File: config.mk
export PLATFORM = sky130hd
export DESIGN_NAME = mem_access_ctrl
export DESIGN_NICKNAME = d
export VERILOG_FILES = /design/src/rtl/mem_access_ctrl.sv
export SDC_FILE = /design/constraint.sdc
export NUM_CORES = 1
export LEC_CHECK = 0
export BUFFER_PORTS_ARGS = -buffer_cell sky130_fd_sc_hd__buf_4
export CORE_AREA = 2 2 160 162
export CTS_BUF_LIST = sky130_fd_sc_hd__clkbuf_16
export DETAILED_ROUTE_END_ITERATION = 10
export DIE_AREA = 0 0 162 164
export PLACE_DENSITY = 0.65
export SLEW_MARGIN = 30
export SYNTH_ARGS = -nofsm -noshare
export SYNTH_HDL_FRONTEND = slang
export SYNTH_SLANG_ARGS = --single-unit
File: constraint.sdc
create_clock -name clk -period 2.45 [get_ports clk]
set_input_delay 0.1225 -clock clk [delete_from_list [all_inputs] [get_ports clk]]
set_output_delay 0.1225 -clock clk [all_outputs]
set_load 0.005 [all_outputs]
File: src/rtl/mem_access_ctrl.sv
// Load/store unit front end: accepts one memory op from execute and runs it on a
// simple request/ack bus. Byte lanes are steered here and accesses time out.
module mem_access_ctrl #(
   parameter int TIMEOUT = 16
) (
   input  logic        clk,
   input  logic        reset,
   input  logic        req_valid,
   input  logic        mem_read,
   input  logic        mem_write,
   input  logic        byte_size,
   input  logic [63:0] addr,
   input  logic [63:0] wdata,
   input  logic [4:0]  rd_i,
   output logic        stall,
   output logic        done,
   output logic        err,
   output logic [63:0] rdata,
   output logic [4:0]  rd_o,
   output logic        bus_req,
   output logic        bus_we,
   output logic [63:0] bus_addr,
   output logic [63:0] bus_wdata,
   output logic [7:0]  bus_be,
   input  logic        bus_ack,
   input  logic [63:0] bus_rdata
);
   typedef enum logic [1:0] {IDLE, BUS, RESP} state_t;

   localparam int CW = $clog2(TIMEOUT + 1);
   localparam logic [CW-1:0] LAST = CW'(TIMEOUT - 1);

   state_t        state;
   logic [CW-1:0] wait_cnt;
   logic          lat_byte;
   logic [2:0]    lat_off;

   logic       op_ok, op_bad, misal;
   logic [7:0] ack_byte;

   assign op_ok    = req_valid && (mem_read ^ mem_write);
   assign op_bad   = req_valid && mem_read && mem_write;
   assign misal    = !byte_size && (addr[2:0] != 3'd0);
   assign ack_byte = bus_rdata[{lat_off, 3'b000} +: 8];

   // Stall must assert in the same cycle an op is presented, so it is decoded from inputs.
   assign stall = !reset && ((state == BUS) || ((state == IDLE) && (op_ok || op_bad)));

   always_ff @(posedge clk) begin
      if (reset) begin
         state     <= IDLE;
         wait_cnt  <= '0;
         lat_byte  <= 1'b0;
         lat_off   <= 3'd0;
         done      <= 1'b0;
         err       <= 1'b0;
         rdata     <= '0;
         rd_o      <= '0;
         bus_req   <= 1'b0;
         bus_we    <= 1'b0;
         bus_addr  <= '0;
         bus_wdata <= '0;
         bus_be    <= '0;
      end else begin
         done <= 1'b0;
         case (state)
            IDLE: begin
               err <= 1'b0;
               if (op_ok || op_bad) begin
                  rd_o     <= rd_i;
                  lat_byte <= byte_size;
                  lat_off  <= addr[2:0];
                  rdata    <= '0;
                  wait_cnt <= '0;
                  if (op_bad || misal) begin
                     state <= RESP;
                     done  <= 1'b1;
                     err   <= 1'b1;
                  end else begin
                     state     <= BUS;
                     bus_req   <= 1'b1;
                     bus_we    <= mem_write;
                     bus_addr  <= {addr[63:3], 3'b000};
                     bus_be    <= byte_size ? (8'b1 << addr[2:0]) : 8'hFF;
                     bus_wdata <= byte_size ? {8{wdata[7:0]}} : wdata;
                  end
               end
            end
            BUS: begin
               // An ack in the final wait cycle still wins over the timeout.
               if (bus_ack || (wait_cnt == LAST)) begin
                  state   <= RESP;
                  done    <= 1'b1;
                  err     <= !bus_ack;
                  bus_req <= 1'b0;
                  bus_we  <= 1'b0;
                  if (bus_ack && !bus_we)
                     rdata <= lat_byte ? {56'd0, ack_byte} : bus_rdata;
               end else begin
                  wait_cnt <= wait_cnt + 1'b1;
               end
            end
            RESP: begin
               state <= IDLE;
               err   <= 1'b0;
            end
            default: state <= IDLE;
         endcase
      end
   end
endmodule
==> results.py, run 1 <==
metrics = {
    "critical_path": {
        "crit_type": "register to register",
        "regToRegEndpoint": "rdata[46]",
        "cp-start-kind": "register",
        "startpoint": "state[0]",
        "required_ns": 2.88,
        "cp-end-kind": "register",
        "setup.worst_path.end": "rdata[46]",
        "worst-path-max-fanout": 56,
        "arrival_ns": 2.63,
        "r2r-start": "state[0]",
        "rrSetupSlack_ns": 0.25,
        "r2r_cells": 7,
    },
    "outcome": {
        "status": "finished, final reports clean",
    },
    "sta": {
        "slew_violations": 0,
        "finalSetupViolCount": 0,
        "fmax_mhz": 455,
        "fin_skew_ns": 0.00914,
        "tightestPinTransition_ns": 0.614,
        "tns_ns": 0,
        "layout_min_cycle_time_ns": 2.20,
        "rsz0062_at_grt": "no",
        "hold_violations": 0,
        "max-slew-margin-rel_pct": 59.1,
        "min_period_over_period_pct": 89.8,
    },
    "placement": {
        "portBuffers": 410,
        "dpl.hpwl_um": 23400,
        "place_inst": 1701,
        "gp_congestion": 0.914,
    },
    "job": {
        "drv_cap": 0,
    },
    "floorplanning": {
        "die_area_mm2": 0.0266,
        "die_w_um": 162,
        "rows": 58,
        "core_area_mm2": 0.0248,
        "die_h_um": 164,
        "io_pins": 414,
        "initial_utilization_pct": 36.7,
    },
    "synth": {
        "ys_ff_latch": 217,
        "syn-mean-instance-area_um2": 8.71,
        "synth_edf_count": 0,
        "postSynthCellCount": 1045,
        "ys.flop_type": "dfxtp_1",
        "synthTopCellsByArea": "dfxtp_1, a21oi_1, nand2_1",
        "synth_area_leader_cell": "dfxtp_1",
        "synthArstFlopShare_pct": 0,
        "synth_top_cell_area_share_pct": 47.7,
        "ys_warn_count": 0,
        "seq_area_frac_synth_pct": 47.7,
        "synthDistinctLibCells": 48,
        "synth_area_mm2": 0.00910,
    },
    "clocking": {
        "h-tree-depth": 1,
        "cts_made_buffers": 24,
        "cts_buffer_depth": 3,
        "clk_pin_slew_ns": 0.06,
        "cts_tree": "done",
        "clkSinkCount": 217,
        "cts_root_buffer": "clkbuf_16",
        "clock_latency_ns": 0.51,
    },
    "cells_and_area": {
        "multiInputGateArea_mm2": 0.00423,
        "nFillCells": 2101,
        "nets": 1805,
        "antenna_cells": 0,
        "drive_gt1_share_pct": 32.8,
        "ff_latch_area_mm2": 0.00434,
        "final_common_cell": "buf_4",
        "final_cell_count_no_fill": 1942,
        "final_cell_mix": "buf_4, dfxtp_1, nand2_1",
        "syn2layout_area_growth_pct": 64.7,
    },
    "grt": {
        "grt_max_degree": 96,
        "grt_pass1_vias": 9779,
        "grt_remaining_overflow": 0,
        "antenna_found_initial": 0,
        "grt_util_all_layers_pct": 25.1,
        "grt_pass1_wl_um": 53600,
    },
    "route": {
        "drc": 0,
        "ant_nets": 0,
        "vias_per_cell": 5.13,
        "wl_um": 35100,
        "vias": 9955,
        "drt_iter0_markers": 841,
        "drt_first_pass_iters": 6,
        "wl_per_cell_um": 18.1,
    },
    "pwr": {
        "leakagePower_nw": 6.13,
        "power_density_mw_per_mm2": 588,
        "ir_drop_mv": 0.541,
    },
    "worst_hold_path": {
        "hold_class": "input port to register",
    },
}
==> worst min path at each step <==
stage / slack (ns) / cells past startpoint / to / from
after floorplan: 0.26 / 2 / bus_addr[10] / addr[10]
after global placement: 0.36 / 2 / rdata[6] / bus_rdata[6]
after detailed placement: 0.36 / 2 / rdata[6] / bus_rdata[6]
after CTS: 0.01 / 3 / bus_wdata[43] / wdata[43]
after global routing: 0.04 / 3 / bus_wdata[43] / wdata[43]
final: 0.04 / 3 / bus_wdata[43] / wdata[43]
==> routing by layer <==
layer / GRT usage (%) / vias to the layer above / wire [um]
met5: 0 / - / 0
met4: 10.2 / 0 / 1490
met3: 5.86 / 95 / 2970
met2: 42.8 / 519 / 16800
met1: 30.7 / 4641 / 13800
li1: - / 4700 / -
==> repair_timing <==
action | CTS | global route
hold endpoints to repair | 204 | 0
setup buffers | 0 | 0
hold buffers | 199 | 0
gates resized for setup | 0 | 1
endpoints found under the setup margin | 0 | 2
==> synthesized netlist by cell type (9+ instances only) <==
cell,instances
buf_4,18
nand3_1,59
nand2_1,216
mux2i_1,11
clkbuf_1,56
a21oi_1,196
mux4_2,16
and2_1,9
dfxtp_1,217
nor2_1,83
buf_2,18
a211oi_2,50
==> logic make-up after synthesis <==
logic type / synth area share [%]
AO/OA/AOI/OAI: 21.7
XOR/XNOR: 0.289
adder cells (fa/ha/maj): 0.687
buffers and inverters: 6.23
flip-flops: 47.7
multiplexers: 5.17
other: 0.0412
AND/OR/NAND/NOR: 18.2
==> cell type report <==
| cell class | count | area share, % |
|---|---|---|
| timing repair buffer | 626 | 35.2 |
| tap | 330 | 2.76 |
| sequential | 217 | 29.0 |
| clock buffer | 25 | 4.17 |
| clock inverter | 17 | 0.434 |
| inverter | 8 | 0.200 |
| multi-input combinational | 719 | 28.2 |
==> stage by stage <==
stage	power [mW]	hold WS (ns)	utilization (%)	setup slack, ns	cell area (um2)
final	8.81	0.0396	60.4	0.251	15000
after global placement	5.32	0.361	49.6	0.336	12300
after detailed placement	5.34	0.365	49.6	0.244	12300
after CTS	8.87	0.0134	60.4	0.215	15000
after floorplan	4.62	0.258	-	0.646	9110
after global routing	9.18	0.0399	60.4	0.0202	15000
==> report_power, final <==
| group | switching (mW) | internal [mW] |
|---|---|---|
| clock network | 1.44 | 1.82 |
| logic | 0.846 | 0.904 |
| registers | 0.104 | 3.69 |
| total | 2.39 | 6.42 |
==> critical path, cell delays in order (launching register included) <==
cell      delay [ns]
dfxtp_1         0.33
inv_1           0.08
ha_1            0.42
o211ai_1        0.34
a22oi_2         0.33
buf_12          0.29
nand3_1         0.13
a21oi_1         0.17
==> state kept, by name (all words and copies together) (netlist names) <==
register / cells
bus_wdata: 64
rdata: 64
bus_addr: 61
bus_be: 8
rd_o: 5
wait_cnt: 5
lat_off: 3
state: 2
bus_req: 1
bus_we: 1
done: 1
err: 1
lat_byte: 1
Note: power is estimated with default switching activity, not from simulation.
==> run 2: changes to the inputs <==
- HOLD_SLACK_MARGIN: default -> 0.05
==> run 2 against run 1 <==
Effect of this change: first-iteration DRC count up 6.1%; critical path depth unchanged; largest power group unchanged; register-to-register slack about the same; largest cell class unchanged.
==> results.py, run 2 (synthesized netlist as in run 1, its figures left out) <==
metrics = {
    "clocking": {
        "cts_buffer_depth": 3,
        "post-cts-setup-buffer-count": 0,
        "cts_root_buffer": "clkbuf_16",
        "clock_latency_ns": 0.51,
        "cts_made_buffers": 24,
        "clk_pin_slew_ns": 0.06,
        "h-tree-depth": 1,
        "cts_tree": "done",
        "clkSinkCount": 217,
    },
    "critical_path": {
        "cp_cell_sequence": "inv_1, ha_1, o211ai_1, a22oi_2, buf_12, nand3_1, a21oi_1",
        "r2r-start": "state[0]",
        "cp-start-kind": "register",
        "crit_type": "register to register",
        "arrival_ns": 2.63,
        "startpoint": "state[0]",
        "required_ns": 2.88,
        "worst-path-max-fanout": 56,
        "worst_path_max_delay_cell": "ha_1",
        "cp-end-kind": "register",
        "max_stage_delay_ns": 0.42,
    },
    "sta": {
        "layout_setup_ws_ns": 0.247,
        "rsz0062_at_grt": "no",
        "min_period_over_period_pct": 89.9,
        "hold_violations": 0,
        "finalSetupViolCount": 0,
        "max-slew-margin-rel_pct": 59.5,
        "fin_skew_ns": 0.0124,
        "slew_violations": 0,
        "tns_ns": 0,
        "tightestPinTransition_ns": 0.607,
        "layout_min_cycle_time_ns": 2.20,
        "fmax_mhz": 454,
    },
    "cells_and_area": {
        "syn2layout_area_growth_pct": 64.8,
        "drive_gt1_share_pct": 32.8,
        "nets": 1806,
        "final_cell_mix": "buf_4, dfxtp_1, nand2_1",
        "final_common_cell": "buf_4",
        "top_regs": "bus_wdata: 64 flops, rdata: 64 flops, bus_addr: 61 flops",
        "antenna_cells": 0,
    },
    "worst_hold_path": {
        "min-delay-start": "reset",
        "hold_class": "input port to register",
    },
    "grt": {
        "grt_remaining_overflow": 0,
        "grt_util_all_layers_pct": 25.2,
        "grt_pass1_vias": 9787,
        "antenna_found_initial": 0,
        "grt_pass1_wl_um": 53800,
        "grt_max_degree": 96,
    },
    "route": {
        "drc": 0,
        "drt_first_pass_iters": 5,
        "wl_per_cell_um": 18.1,
        "vias_per_cell": 5.09,
        "vias": 9895,
        "drt_iter0_markers": 892,
        "ant_nets": 0,
        "wl_um": 35200,
    },
    "placement": {
        "portBuffers": 410,
        "dpl.hpwl_um": 23400,
        "pre_cts_slack_ns": 0.244,
        "gp_congestion": 0.914,
    },
    "floorplanning": {
        "die_h_um": 164,
        "rows": 58,
        "die_w_um": 162,
        "core_area_mm2": 0.0248,
        "initial_utilization_pct": 36.7,
        "die_area_mm2": 0.0266,
        "io_pins": 414,
    },
    "job": {
        "drv_cap": 0,
    },
    "pwr": {
        "ir_drop_mv": 0.546,
        "power_density_mw_per_mm2": 588,
        "leakagePower_nw": 6.14,
    },
    "outcome": {
        "status": "finished, final reports clean",
    },
}
-- run 2: cell count changes in the layout (fill, tap and decap cells not counted) --
cell           delta
dlygate4sd3_1     +1
-- run 2: path summary, 6_finish.rpt --
check	endpoint	slack, ns	depth (start not counted)
worst max-delay path	rdata[46]	0.25	7
worst min-delay path	wait_cnt[0]	0.09	2
worst min register to register	rdata[23]	0.45	2
worst max register to register	rdata[46]	0.25	7
-- run 2: area by class of cell --
class	instances	area [um2]
Multi-Input combinational cell	719	4230
Clock inverter	17	65.1
Tap cell	330	413
Clock buffer	25	626
Sequential cell	217	4340
Fill cell	2096	9820
Inverter	8	30.0
Timing Repair Buffer	627	5290
-- run 2: stage by stage --
step | cells | util, % | hold WS, ns | cell area, um2 | power, mW
2_1_floorplan | 1047 | - | 0.258 | 9110 | 4.62
6_report | 1943 | 60.4 | 0.0889 | 15000 | 8.81
3_3_place_gp | 1701 | 49.6 | 0.361 | 12300 | 5.32
5_1_grt | 1943 | 60.4 | 0.109 | 15000 | 9.18
4_1_cts | 1943 | 60.4 | 0.0799 | 15000 | 8.88
3_5_place_dp | 1701 | 49.6 | 0.365 | 12300 | 5.34
-- run 2: metal layers --
| metal | global-route usage [%] | up-vias | share of wire (%) |
|---|---|---|---|
| met5 | 0 | - | 0 |
| met4 | 9.94 | 0 | 4.1 |
| met3 | 5.76 | 89 | 8.5 |
| met2 | 43.4 | 488 | 48 |
| met1 | 30.6 | 4612 | 39 |
| li1 | - | 4706 | - |
-- run 2: what timing repair did --
action	4_1_cts	5_1_grt
setup endpoints to repair	0	2
endpoints found under the hold margin	207	0
hold buffers	200	0
gates resized for setup	0	1
-- run 2: power breakdown --
group          internal (mW)  leakage [nW]  switching (mW)  total [mW]
Sequential              3.69          1.76           0.105        3.80
Clock                   1.82         0.375            1.44        3.26
Combinational          0.905          4.00           0.848        1.75
-- run 2: worst max-delay path, delay by kind of cell, from the launching register on --
family                   cells  cell delay [ns]
AO/OA/AOI/OAI                3             0.84
adder cells (fa/ha/maj)      1             0.42
buffers and inverters        2             0.37
flip-flops                   1             0.33
AND/OR/NAND/NOR              1             0.13
==> run 3: changes to the inputs <==
- BUFFER_PORTS_ARGS: -buffer_cell sky130_fd_sc_hd__buf_4 -> -buffer_cell sky130_fd_sc_hd__buf_2
- CTS_CLUSTER_SIZE: default -> 20
==> run 3 against run 2 <==
Effect of this change: sequential power is essentially flat; global-route usage shrank 0.18 points; power grew 1.9%; die area is the same; non-clock buffer count shrank 1; final cell count grew 0.21%; sequential cell count is the same; critical path depth grew 1; worst hold slack gained 0.020 ns; via count grew 0.98%; combinational power shrank 9%.
==> results.py, run 3 (synthesized netlist as in run 1, its figures left out) <==
metrics = {
    "grt": {
        "grt_pass1_wl_um": 53300,
        "grt_remaining_overflow": 0,
        "grt_pass1_vias": 9959,
        "grt_max_degree": 99,
        "antenna_found_initial": 0,
        "grt_util_all_layers_pct": 25.0,
    },
    "cells_and_area": {
        "drive_gt1_share_pct": 33.3,
        "multiInputGateArea_mm2": 0.00423,
        "syn2layout_area_growth_pct": 54.8,
        "top_regs": "bus_wdata: 64 flops, rdata: 64 flops, bus_addr: 61 flops",
        "post-route-util_pct": 56.8,
        "final_cell_mix": "buf_2, dfxtp_1, nand2_1",
        "final_common_cell": "buf_2",
        "nets": 1807,
        "ff_latch_area_mm2": 0.00434,
        "antenna_cells": 0,
        "nFillCells": 2153,
    },
    "pwr": {
        "pwr-share-comb_pct": 17.7,
        "ir_drop_mv": 0.455,
        "p_sw_share_pct": 27.4,
        "power_frac_clock_pct": 40.1,
        "p_total_mw": 8.98,
        "sequentialPowerShare_pct": 42.2,
        "internal_power_mw": 6.52,
        "switchingPower_mw": 2.46,
        "leakagePower_nw": 6.02,
        "power_density_mw_per_mm2": 637,
    },
    "sta": {
        "rsz0062_at_grt": "no",
        "fmax_mhz": 473,
        "max-slew-margin-rel_pct": 54.3,
        "hold_violations": 0,
        "min_period_over_period_pct": 86.4,
        "tns_ns": 0,
        "slew_violations": 0,
        "tightestPinTransition_ns": 0.683,
        "layout_min_cycle_time_ns": 2.12,
        "holdWs_ns": 0.109,
        "fin_skew_ns": 0.0180,
        "finalSetupViolCount": 0,
        "layout_setup_ws_ns": 0.334,
    },
    "placement": {
        "pre_cts_slack_ns": 0.494,
        "portBuffers": 410,
        "dpl.hpwl_um": 22900,
        "gp_congestion": 0.869,
    },
    "critical_path": {
        "worst-path-max-fanout": 13,
        "cp_cell_sequence": "inv_1, ha_1, buf_4, o211a_1, buf_4, nor2_1, nor2_1, buf_2",
        "path_buf_inv": 4,
        "max_stage_delay_ns": 0.36,
        "cp-end-kind": "output pin",
        "cpLargestDelayFamily": "buffers and inverters",
        "worst_path_max_delay_cell": "dfxtp_1",
        "cp-start-kind": "register",
        "arrival_ns": 1.99,
        "crit_type": "register to output pin",
        "required_ns": 2.33,
    },
    "floorplanning": {
        "rows": 58,
        "io_pins": 414,
        "die_w_um": 162,
        "die_h_um": 164,
        "initial_utilization_pct": 36.7,
        "core_area_mm2": 0.0248,
        "die_area_mm2": 0.0266,
    },
    "clocking": {
        "clk_pin_slew_ns": 0.06,
        "cts_tree": "done",
        "h-tree-depth": 1,
        "cts_root_buffer": "clkbuf_16",
        "clkSinkCount": 217,
        "ctsHoldBuffers": 199,
        "post-cts-setup-buffer-count": 0,
        "cts_made_buffers": 26,
        "cts_resized": 0,
        "clock_latency_ns": 0.53,
        "cts_buffer_depth": 3,
    },
    "route": {
        "drc": 0,
        "drt_first_pass_iters": 5,
        "wl_um": 35500,
        "ant_nets": 0,
        "vias": 9992,
        "wl_per_cell_um": 18.2,
        "drt_iter0_markers": 890,
        "vias_per_cell": 5.13,
    },
    "worst_hold_path": {
        "hold_class": "input port to register",
    },
    "job": {
        "drv_cap": 0,
    },
    "outcome": {
        "status": "finished, final reports clean",
    },
}
run 3: cell types whose count changed in the layout (fill, tap and decap cells not counted), sizes merged:
cell         change
bufinv           +1
dlygate4sd3      -1
clkbuf           +2
clkinv           +1
inv              -1
clkinvlp         +2
run 3: power by group through the flow:
stage	logic, mW	clock network [mW]	registers (mW)
finish	1.59	3.60	3.79
global route	1.71	3.82	3.81
CTS	1.56	3.67	3.79
detailed placement	1.31	0	3.86
global placement	1.29	0	3.85
floorplan	0.761	0	3.86
run 3: worst register-to-register path: cells and delay by family (launching register included):
family / cells / cell delay (ns)
buffers and inverters: 3 / 0.68
AO/OA/AOI/OAI: 2 / 0.54
flip-flops: 1 / 0.33
adder cells (fa/ha/maj): 1 / 0.21
AND/OR/NAND/NOR: 1 / 0.18
run 3: area by class of cell:
type	instances	area share (%)
clock inverters	20	0.853
flip-flops and latches	217	30.8
inverters	8	0.213
clock buffers	27	4.80
repair buffers	626	30.3
multi-input cells	719	30.1
well taps	330	2.93
run 3: final timing paths:
kind | cells after the start | slack, ns | endpoint | start
setup / recovery | 8 | 0.33 | stall | state[0]
hold / removal | 3 | 0.11 | lat_byte | byte_size
setup reg to reg | 7 | 0.39 | bus_wdata[44] | state[0]
hold reg to reg | 2 | 0.45 | bus_wdata[3] | bus_wdata[3]
run 3: metrics by stage:
stage               instance area, um2  cells
global placement                 11300   1701
CTS                              14100   1947
floorplan                         9110   1047
global route                     14100   1947
finish                           14100   1947
detailed placement               11300   1701
run 3: layer usage:
layer	share of wire (%)	global-route usage (%)	up-vias
met4	4.5	11.1	0
met3	8.5	6.41	107
li1	-	-	4705
met5	0	0	-
met1	39	28.9	4679
met2	48	43.8	501
